## config.mk

```make
export PLATFORM = sky130hd
export DESIGN_NAME = wb_stage_flat
export DESIGN_NICKNAME = d
export VERILOG_FILES = /design/src/rtl/wb_stage_if.sv /design/src/rtl/wb_stage.sv /design/src/flat_wrapper.sv
export SDC_FILE = /design/constraint.sdc
export NUM_CORES = 1
export LEC_CHECK = 0
export CORE_ASPECT_RATIO = 0.75
export CORE_MARGIN = 2
export CORE_UTILIZATION = 38
export CTS_CLUSTER_DIAMETER = 30
export CTS_CLUSTER_SIZE = 28
export DETAILED_ROUTE_END_ITERATION = 8
export PLACE_DENSITY = 0.77
export RECOVER_POWER = 50
export SYNTH_ARGS = -nofsm -noshare
export SYNTH_HDL_FRONTEND = slang
export SYNTH_SLANG_ARGS = --single-unit
```

## constraint.sdc

```tcl
create_clock -name clk_i -period 2.4 [get_ports clk_i]
set_input_delay 0.48 -clock clk_i [delete_from_list [all_inputs] [get_ports clk_i]]
set_output_delay 0.48 -clock clk_i [all_outputs]
set_load 0.02 [all_outputs]
```

## src/rtl/wb_stage_if.sv

```systemverilog
// wb_stage_if: MEM -> WB bus. The MEM side (master) drives the *_i signals and
// the pipeline controls; the write-back stage (slave) drives the *_o register
// file / forwarding signals and the retired-instruction count.
//   Controls : stall_i, flush_i
//   MEM slot : valid_i, regwrite_i, memtoreg_i, rdaddr_i, alu_result_i,
//              memdata_i, load_type_i
//   WB slot  : valid_o, regwrite_o, RDaddr_o, RDdata_o, retired_o
interface wb_stage_if #(
    parameter int unsigned DATA_W = 32,
    parameter int unsigned CNT_W  = 32
);
    localparam int unsigned RD_W = 5;
    localparam int unsigned LT_W = 3;

    logic              stall_i;
    logic              flush_i;
    logic              valid_i;
    logic              regwrite_i;
    logic              memtoreg_i;
    logic [RD_W-1:0]   rdaddr_i;
    logic [DATA_W-1:0] alu_result_i;
    logic [DATA_W-1:0] memdata_i;
    logic [LT_W-1:0]   load_type_i;

    logic              valid_o;
    logic              regwrite_o;
    logic [RD_W-1:0]   RDaddr_o;
    logic [DATA_W-1:0] RDdata_o;
    logic [CNT_W-1:0]  retired_o;

    modport master (
        output stall_i, flush_i, valid_i, regwrite_i, memtoreg_i,
               rdaddr_i, alu_result_i, memdata_i, load_type_i,
        input  valid_o, regwrite_o, RDaddr_o, RDdata_o, retired_o
    );

    modport slave (
        input  stall_i, flush_i, valid_i, regwrite_i, memtoreg_i,
               rdaddr_i, alu_result_i, memdata_i, load_type_i,
        output valid_o, regwrite_o, RDaddr_o, RDdata_o, retired_o
    );
endinterface

```

## src/rtl/wb_stage.sv

```systemverilog
// wb_stage: MEM/WB pipeline register and write-back data path.
// Captures the MEM-stage result each cycle (flush > stall > capture), formats
// load data, drives the register file write port and counts retired
// instructions.
// Ports:
//   clk_i  - clock, rising edge
//   rst_i  - asynchronous reset, active-high
//   bus    - wb_stage_if.slave (MEM-side inputs, WB-side outputs)
// Optional feature macro: WB_SUBWORD_LOAD_EN
//   defined   : LB/LBU/LH/LHU extraction and extension, little-endian, using
//               alu_result_i[1:0] as the byte offset; other codes act as LW
//   undefined : load_type_i ignored, memory word passes through unchanged
module wb_stage #(
    parameter int unsigned DATA_W = 32,
    parameter int unsigned CNT_W  = 32
) (
    input  logic       clk_i,
    input  logic       rst_i,
    wb_stage_if.slave  bus
);
    localparam int unsigned RD_W = 5;

    logic              valid_q;
    logic              regwrite_q;
    logic [RD_W-1:0]   rd_q;
    logic [DATA_W-1:0] data_q;
    logic [CNT_W-1:0]  retired_q;

    logic [DATA_W-1:0] load_data_c;
    logic [DATA_W-1:0] wdata_c;
    logic              regwrite_c;

`ifdef WB_SUBWORD_LOAD_EN
    localparam logic [2:0] LT_LB  = 3'b001;
    localparam logic [2:0] LT_LBU = 3'b010;
    localparam logic [2:0] LT_LH  = 3'b011;
    localparam logic [2:0] LT_LHU = 3'b100;

    logic [7:0]  byte_c;
    logic [15:0] half_c;

    // Sub-word extraction; halfword select ignores address bit 0.
    always_comb begin
        byte_c      = 8'(bus.memdata_i >> {bus.alu_result_i[1:0], 3'b000});
        half_c      = bus.alu_result_i[1] ? bus.memdata_i[31:16] : bus.memdata_i[15:0];
        load_data_c = bus.memdata_i;
        case (bus.load_type_i)
            LT_LB:   load_data_c = {{24{byte_c[7]}}, byte_c};
            LT_LBU:  load_data_c = {24'd0, byte_c};
            LT_LH:   load_data_c = {{16{half_c[15]}}, half_c};
            LT_LHU:  load_data_c = {16'd0, half_c};
            default: load_data_c = bus.memdata_i;
        endcase
    end
`else
    logic unused_load_type;

    // Full-word loads only; load type has no effect.
    always_comb begin
        load_data_c = bus.memdata_i;
    end
    assign unused_load_type = ^bus.load_type_i;
`endif

    // Write-data mux and $0 write suppression (so $0 is never forwarded).
    always_comb begin
        wdata_c    = bus.memtoreg_i ? load_data_c : bus.alu_result_i;
        regwrite_c = bus.valid_i & bus.regwrite_i & (bus.rdaddr_i != RD_W'(0));
    end

    // Stage register and retire counter; an entry retires when it leaves WB
    // without being held or squashed.
    always_ff @(posedge clk_i or posedge rst_i) begin
        if (rst_i) begin
            valid_q    <= 1'b0;
            regwrite_q <= 1'b0;
            rd_q       <= '0;
            data_q     <= '0;
            retired_q  <= '0;
        end else begin
            if (valid_q && !bus.stall_i && !bus.flush_i) begin
                retired_q <= retired_q + CNT_W'(1);
            end
            if (bus.flush_i) begin
                valid_q    <= 1'b0;
                regwrite_q <= 1'b0;
                rd_q       <= '0;
                data_q     <= '0;
            end else if (!bus.stall_i) begin
                valid_q    <= bus.valid_i;
                regwrite_q <= regwrite_c;
                rd_q       <= bus.rdaddr_i;
                data_q     <= wdata_c;
            end
        end
    end

    assign bus.valid_o    = valid_q;
    assign bus.regwrite_o = regwrite_q;
    assign bus.RDaddr_o   = rd_q;
    assign bus.RDdata_o   = data_q;
    assign bus.retired_o  = retired_q;
endmodule

```

## src/flat_wrapper.sv

```systemverilog
// flat-port wrapper written by rule: the top's interface ports become plain ports
module wb_stage_flat 
#(
    parameter int unsigned DATA_W = 32,
    parameter int unsigned CNT_W  = 32
)
  (clk_i, rst_i, bus_stall_i, bus_flush_i, bus_valid_i, bus_regwrite_i, bus_memtoreg_i, bus_rdaddr_i, bus_alu_result_i, bus_memdata_i, bus_load_type_i, bus_valid_o, bus_regwrite_o, bus_RDaddr_o, bus_RDdata_o, bus_retired_o);
  wb_stage_if #(.DATA_W(DATA_W), .CNT_W(CNT_W)) bus_i ();
  input  logic clk_i;
  input  logic rst_i;
  input wire logic [$bits(bus_i.stall_i)-1:0] bus_stall_i;
  input wire logic [$bits(bus_i.flush_i)-1:0] bus_flush_i;
  input wire logic [$bits(bus_i.valid_i)-1:0] bus_valid_i;
  input wire logic [$bits(bus_i.regwrite_i)-1:0] bus_regwrite_i;
  input wire logic [$bits(bus_i.memtoreg_i)-1:0] bus_memtoreg_i;
  input wire logic [$bits(bus_i.rdaddr_i)-1:0] bus_rdaddr_i;
  input wire logic [$bits(bus_i.alu_result_i)-1:0] bus_alu_result_i;
  input wire logic [$bits(bus_i.memdata_i)-1:0] bus_memdata_i;
  input wire logic [$bits(bus_i.load_type_i)-1:0] bus_load_type_i;
  output wire logic [$bits(bus_i.valid_o)-1:0] bus_valid_o;
  output wire logic [$bits(bus_i.regwrite_o)-1:0] bus_regwrite_o;
  output wire logic [$bits(bus_i.RDaddr_o)-1:0] bus_RDaddr_o;
  output wire logic [$bits(bus_i.RDdata_o)-1:0] bus_RDdata_o;
  output wire logic [$bits(bus_i.retired_o)-1:0] bus_retired_o;
  assign bus_i.stall_i = bus_stall_i;
  assign bus_i.flush_i = bus_flush_i;
  assign bus_i.valid_i = bus_valid_i;
  assign bus_i.regwrite_i = bus_regwrite_i;
  assign bus_i.memtoreg_i = bus_memtoreg_i;
  assign bus_i.rdaddr_i = bus_rdaddr_i;
  assign bus_i.alu_result_i = bus_alu_result_i;
  assign bus_i.memdata_i = bus_memdata_i;
  assign bus_i.load_type_i = bus_load_type_i;
  assign bus_valid_o = bus_i.valid_o;
  assign bus_regwrite_o = bus_i.regwrite_o;
  assign bus_RDaddr_o = bus_i.RDaddr_o;
  assign bus_RDdata_o = bus_i.RDdata_o;
  assign bus_retired_o = bus_i.retired_o;
  wb_stage #(.DATA_W(DATA_W), .CNT_W(CNT_W)) u_core (.clk_i(clk_i), .rst_i(rst_i), .bus(bus_i));
endmodule
```

==> impl_results.md, run 1 <==
* Outcome: finished, final reports clean
* Pin count of the biggest net entering global routing at 73
* Post-layout power at 3.05 mW
* PwrDens at 589 nW/um^2
* Synth Register Bits at 71
* Ys Warns at 0
* Chip Height at 85.1 um
* Post-cts gate resize count at 0
* Slew Viols, Final at 0
* Worst setup SP type: input pin
* Cts hold-fix bufs at 0
* GPL Wtd Cong at 0.823
* Total wire length at 8.60 mm
* Root Driver: clkbuf_16
* PortBufs at 146
* Routed WL per cell at 14.7 um
* Nets@finish at 552
* Clock Pin Slew Worst Setup and Hold Paths at 50 ps
* Sequential area share after synthesis at 0.533
* Library cells used by synthesis at 29
* Placeable Area at 8490 um^2
* Top-area cell type share of the netlist area at 0.533
* Most common cell after layout, fill and taps aside: clkdlybuf4s50_1
* Layout cells sized above 1 at 0.0546
* WL met3 at 481 um
* Area Overhead vs Synth at 55.1%
* Fin Clk Skew at 7.01 ps
* Tot GR Track Use at 0.186
* Met1 WL at 3.84 mm
* Placed cell area at 4930 um^2
* Clk sinks at 71
* Fin crit share at 0.835
* Setup violators final at 0
* Slew headroom at 0.355
* Die X at 112 um
* Mapped Cells at 324
* Initial DRC Count at 109
* Setup Buffers After CTS at 0
* Worst-Skew Late Latency at 320 ps
* Launching point of the worst reg2reg path: u_core.bus.retired_o[8]
* Top post-synthesis cells by area: dfrtp_1 (53%), mux2i_1 (11%), nor2_1 (8.8%), xnor2_1 (6.0%), a21oi_1 (5.0%)
* Die area at 9550 um^2
* RR Endpoint: u_core.bus.retired_o[22]
* I/O pins at 150
* Global-route wire length before repair at 14.4 mm
* Crit end category: flip-flop
* Initial antenna violation count at 0
* Post-Syn Area at 3330 um^2
* Final instance area at 5170 um^2
* Hold Crit Class: flip-flop to flip-flop
* WS Path Type: input pin to flip-flop
* Vias in the first global route at 2840
* Setup crit start: bus_flush_i
* Synth area leader: dfrtp_1
* DRC violations left at 0
* Total CTS buffers at 9
* Final Hold Viols at 0
* Post-route minimum period at 2000 ps
* FF-to-FF path depth at 5
* Crit path to: u_core.bus.retired_o[22]
* 1st-pass router iterations at 5
* Vias per Instance at 4.90
* Top Layer Used: met4
* Max Cap Violations at 0
* CTS tree: built
* WP data arrival at 2240 ps
* Syn avg cell area at 10.3 um^2
* Overflow after GRT at 0
* Via Count at 2859
* Max FO, Critical Path at 7
* R2R Setup Slk at 470 ps
* Max Fclk at 499 MHz
* ANT nets after route at 0
* Maximum root-to-sink buffer count at 2
* Filler instances at 761
* VDD IR max at 385 uV
* Commonest cells after routing, fill and taps aside: clkdlybuf4s50_1 (143), nor2_1 (78), dfrtp_1 (71)
* Worst Path Required at 2640 ps
* RSZ-0062 raised after global routing: no
* Syn Nets at 404
* H-tree depth at 3
* Leak Pwr at 2.31 nW
* Antenna Diode Count at 0
* Slew @ Worst Pin at 968 ps
* Setup TNS at 0 ps
* # rows at 29
* Initial Utilization at 0.393
* WL met2 at 4.15 mm
* DP Wirelength at 6.26 mm
[cells in the mapped netlist (all sizes together)]
library cell	number
clkbuf	11
nor2	78
xnor2	23
ha	1
inv	1
o211ai	1
and2	1
nor3b	1
nand3	11
nor4	4
or4	1
dfrtp	71
mux2	1
nor2b	1
and3	3
buf	5
and4	2
nand2	16
nand4	10
mux2i	38
xor2	8
a21oi	33
nand2b	1
nor3	2
[power by group]
part	internal, mW	switching (mW)	total (mW)
clock network	0.721	0.446	1.17
registers	1.26	0.0724	1.33
logic	0.293	0.254	0.547
[metrics by stage]
stage	setup WS (ps)	hold WS, ps	std cells	util
floorplan	123	582	324	-
global placement	88.5	469	569	0.580
detailed placement	50.5	475	569	0.580
CTS	385	482	584	0.611
global route	212	489	584	0.609
finish	397	477	584	0.609
[area by class of cell]
class / count / area [um^2] / area share
multi-input cells: 236 / 1480 / 0.287
repair buffers: 153 / 1510 / 0.293
flip-flops and latches: 71 / 1780 / 0.343
clock buffers: 14 / 254 / 0.0491
inverters: 1 / 3.75 / 0.000726
well taps: 108 / 135 / 0.0261
clock inverters: 1 / 5.00 / 0.000968
[how the worst min path moves through the flow]
stage,start,to,slack (ps),depth (start not counted)
detailed placement,u_core.bus.retired_o[31],u_core.bus.retired_o[31],480,1
CTS,u_core.bus.retired_o[31],u_core.bus.retired_o[31],480,1
floorplan,u_core.bus.retired_o[31],u_core.bus.retired_o[31],580,1
global placement,u_core.bus.retired_o[31],u_core.bus.retired_o[31],470,1
finish,u_core.bus.retired_o[31],u_core.bus.retired_o[31],480,1
global route,u_core.bus.retired_o[31],u_core.bus.retired_o[31],490,1
[kinds of logic (layout without fill, tap and decap cells)]
family / Yosys count / after routing / share of synthesized area
AO/OA/AOI/OAI: 34 / 34 / 0.0518
flip-flops: 71 / 71 / 0.533
AND/OR/NAND/NOR: 131 / 131 / 0.191
XOR/XNOR: 31 / 31 / 0.0814
adder cells (fa/ha/maj): 1 / 1 / 0.00375
multiplexers: 39 / 39 / 0.117
buffers and inverters: 17 / 169 / 0.0221
[state kept, by name, indices dropped and copies added (netlist names)]
register               flops
u_core.bus.RDdata_o       32
u_core.bus.retired_o      32
u_core.bus.RDaddr_o        5
u_core.bus.valid_o         1
u_core.bus.regwrite_o      1
[routing by layer]
layer  track usage  vias to the layer above
li1              -                     1396
met1         0.239                     1365
met2         0.303                       86
met3        0.0571                       12
met4        0.0599                        0
met5             0                        -
[critical path, stage by stage]
cell and delay (ps):
clkdlybuf4s50_1 460, nor3b_4 300, nand3_4 140, nor4_4 480, nor2b_1 210, xor2_1 160
No activity file was read; power rests on OpenSTA's default activity.
==> run 2, diff against run 1 <==
- CORE_UTILIZATION: 38 -> 39
- PLACE_DENSITY: 0.77 -> 0.76
- clock period: 2.4 -> 2.05 ns (I/O delays scaled with it)
==> run 2 against run 1 <==
Final cell count is 1.4% higher; flip-flop and latch count stayed put; via count is 1.8% higher; non-clock buffer count is 7 higher; power is 29% higher; worst hold slack better by 12 ps; register-to-register slack worse by 190 ps; first-iteration DRC count is 45% higher; critical path type is now flip-flop to output pin; largest power group is now the clock network; highest routed layer unchanged.
==> impl_results.md, run 2 (synthesized netlist as in run 1, its figures left out) <==
* M2 GR Usage at 0.318 (was 0.303)
* Post-cts gate resize count at 0 (unchanged)
* Met1 Use GR at 0.255 (was 0.239)
* Total CTS buffers at 9 (unchanged)
* Initial antenna violation count at 0 (unchanged)
* Placeable Area at 8380 um^2 (was 8490 um^2)
* VDD IR max at 513 uV (was 385 uV)
* Post-route minimum period at 1930 ps
* WS Path Type: flip-flop to output pin (was input pin to flip-flop)
* Setup TNS at 0 ps (unchanged)
* Worst-Skew Late Latency at 320 ps (about the same)
* Worst slack, placed at -151 ps (was 50.5 ps)
* Setup crit start: u_core.bus.retired_o[0] (was bus_flush_i)
* Leak Pwr at 2.38 nW (was 2.31 nW)
* Global-route wire length before repair at 14.8 mm (was 14.4 mm)
* WP data arrival at 1520 ps (was 2240 ps)
* Cts hold-fix bufs at 0 (unchanged)
* Min Hold Slack at 488 ps (was 477 ps)
* Vias per Instance at 4.92 (was 4.90)
* Crit end category: output pin (was flip-flop)
* Crit path to: bus_retired_o[0] (was u_core.bus.retired_o[22])
* Layout cells sized above 1 at 0.0806 (was 0.0546)
* Routed WL per cell at 15.0 um (was 14.7 um)
* CTS tree: built (unchanged)
* PwrDens at 743 nW/um^2 (was 589 nW/um^2)
* Initial DRC Count at 158 (was 109)
* Final Hold Viols at 0 (unchanged)
* Die area at 9310 um^2 (was 9550 um^2)
* H-tree depth at 3 (unchanged)
* Worst Path Required at 1640 ps (was 2640 ps)
* Slew Viols, Final at 0 (unchanged)
* DRC violations left at 0 (unchanged)
* Clock Pin Slew Worst Setup and Hold Paths at 60 ps (was 50 ps)
* Launching point of the worst reg2reg path: u_core.bus.retired_o[7] (was u_core.bus.retired_o[8])
* Pin count of the biggest net entering global routing at 73 (unchanged)
* Max FO, Critical Path at 5 (was 7)
* PortBufs at 146 (unchanged)
* RSZ-0062 raised after global routing: no (unchanged)
* Die X at 111 um (was 112 um)
* Max Cap Violations at 0 (unchanged)
* Setup Buffers After CTS at 0 (unchanged)
* Slew @ Worst Pin at 1380 ps (was 968 ps)
* Most common cell after layout, fill and taps aside: clkdlybuf4s50_1 (unchanged)
* Met3 Track Usage GR at 0.0530 (was 0.0571)
* Maximum root-to-sink buffer count at 2 (unchanged)
* DP Wirelength at 6.45 mm (was 6.26 mm)
* Chip Height at 84.1 um (was 85.1 um)
* R2R Setup Slk at 280 ps (was 470 ps)
* Antenna Diode Count at 0 (unchanged)
* 1st-pass router iterations at 4 (was 5)
* RR Endpoint: u_core.bus.retired_o[23] (was u_core.bus.retired_o[22])
* Initial Utilization at 0.398 (was 0.393)
* FF-to-FF path depth at 6 (was 5)
* I/O pins at 150 (unchanged)
* Placed cell area at 4980 um^2 (was 4930 um^2)
* Outcome: finished, final reports clean (unchanged)
* Setup violators final at 0 (unchanged)
* Gr busiest metal: met2 (unchanged)
* Slew headroom at 0.0782 (was 0.355)
* Root Driver: clkbuf_16 (unchanged)
* Vias in the first global route at 2957 (was 2840)
* Fin worst setup slack at 124 ps (was 397 ps)
* Tot GR Track Use at 0.198 (was 0.186)
* Clk sinks at 71 (unchanged)
* Nets@finish at 559 (was 552)
* ANT nets after route at 0 (unchanged)
* Hold Crit Class: flip-flop to flip-flop (unchanged)
* Overflow after GRT at 0 (unchanged)
* Worst setup SP type: flip-flop (was input pin)
* Fin crit share at 0.939
* Max Fclk at 519 MHz
* Commonest cells after routing, fill and taps aside: clkdlybuf4s50_1 (143), nor2_1 (78), dfrtp_1 (71) (unchanged)
* Filler instances at 710 (was 761)
* Area Overhead vs Synth at 59.0% (was 55.1%)
* GPL Wtd Cong at 0.794 (was 0.823)
* Fin Clk Skew at 5.86 ps (was 7.01 ps)
* Via Count at 2910 (was 2859)
* Total wire length at 8.86 mm (was 8.60 mm)
* Final instance area at 5300 um^2 (was 5170 um^2)
* # rows at 29 (unchanged)
[run 2: cell count changes in the layout (fill, tap and decap cells not counted), sizes merged]
cell | before | now
buf | 7 | 14
bufinv | 0 | 2
clkbuf | 16 | 13
clkinv | 2 | 1
clkinvlp | 0 | 3
[run 2: how the worst min path moves through the flow]
stage | from | end | cells after the start
CTS | u_core.bus.retired_o[29] | u_core.bus.retired_o[29] | 1
global placement | u_core.bus.retired_o[31] | u_core.bus.retired_o[31] | 1
detailed placement | u_core.bus.retired_o[29] | u_core.bus.retired_o[29] | 1
global route | u_core.bus.retired_o[31] | u_core.bus.retired_o[31] | 1
floorplan | bus_rdaddr_i[0] | u_core.bus.RDaddr_o[0] | 2
finish | u_core.bus.retired_o[31] | u_core.bus.retired_o[31] | 1
[run 2: per-stage QoR]
| stage | std cells | util | power [mW] |
|---|---|---|---|
| after floorplan | 324 | - | 1.87 |
| after global placement | 576 | 0.595 | 2.25 |
| after CTS | 592 | 0.634 | 3.98 |
| final | 592 | 0.633 | 3.94 |
| after detailed placement | 576 | 0.595 | 2.27 |
| after global routing | 592 | 0.633 | 4.12 |
[run 2: critical path, stage by stage (launching register included)]
cell	delay (ps)
dfrtp_1	420
buf_4	170
clkdlybuf4s50_1	600
[run 2: where the power goes]
part / internal, mW / switching (mW)
registers: 1.47 / 0.0590
logic: 0.371 / 0.337
clock network: 1.13 / 0.569
[run 2: cell type report]
class                      count  area [um^2]  share of cell area
tap                          108          135              0.0255
clock inverter                 5         80.1              0.0151
timing repair buffer         160         1570               0.295
multi-input combinational    236         1480               0.280
inverter                       1         7.51             0.00142
sequential                    71         1780               0.335
clock buffer                  11          253              0.0477
[run 2: routing by layer]
metal  wire, um  vias to the layer above
met1       3940                     1388
met4        225                        0
li1           -                     1411
met2       4230                       93
met5          0                        -
met3        473                       18
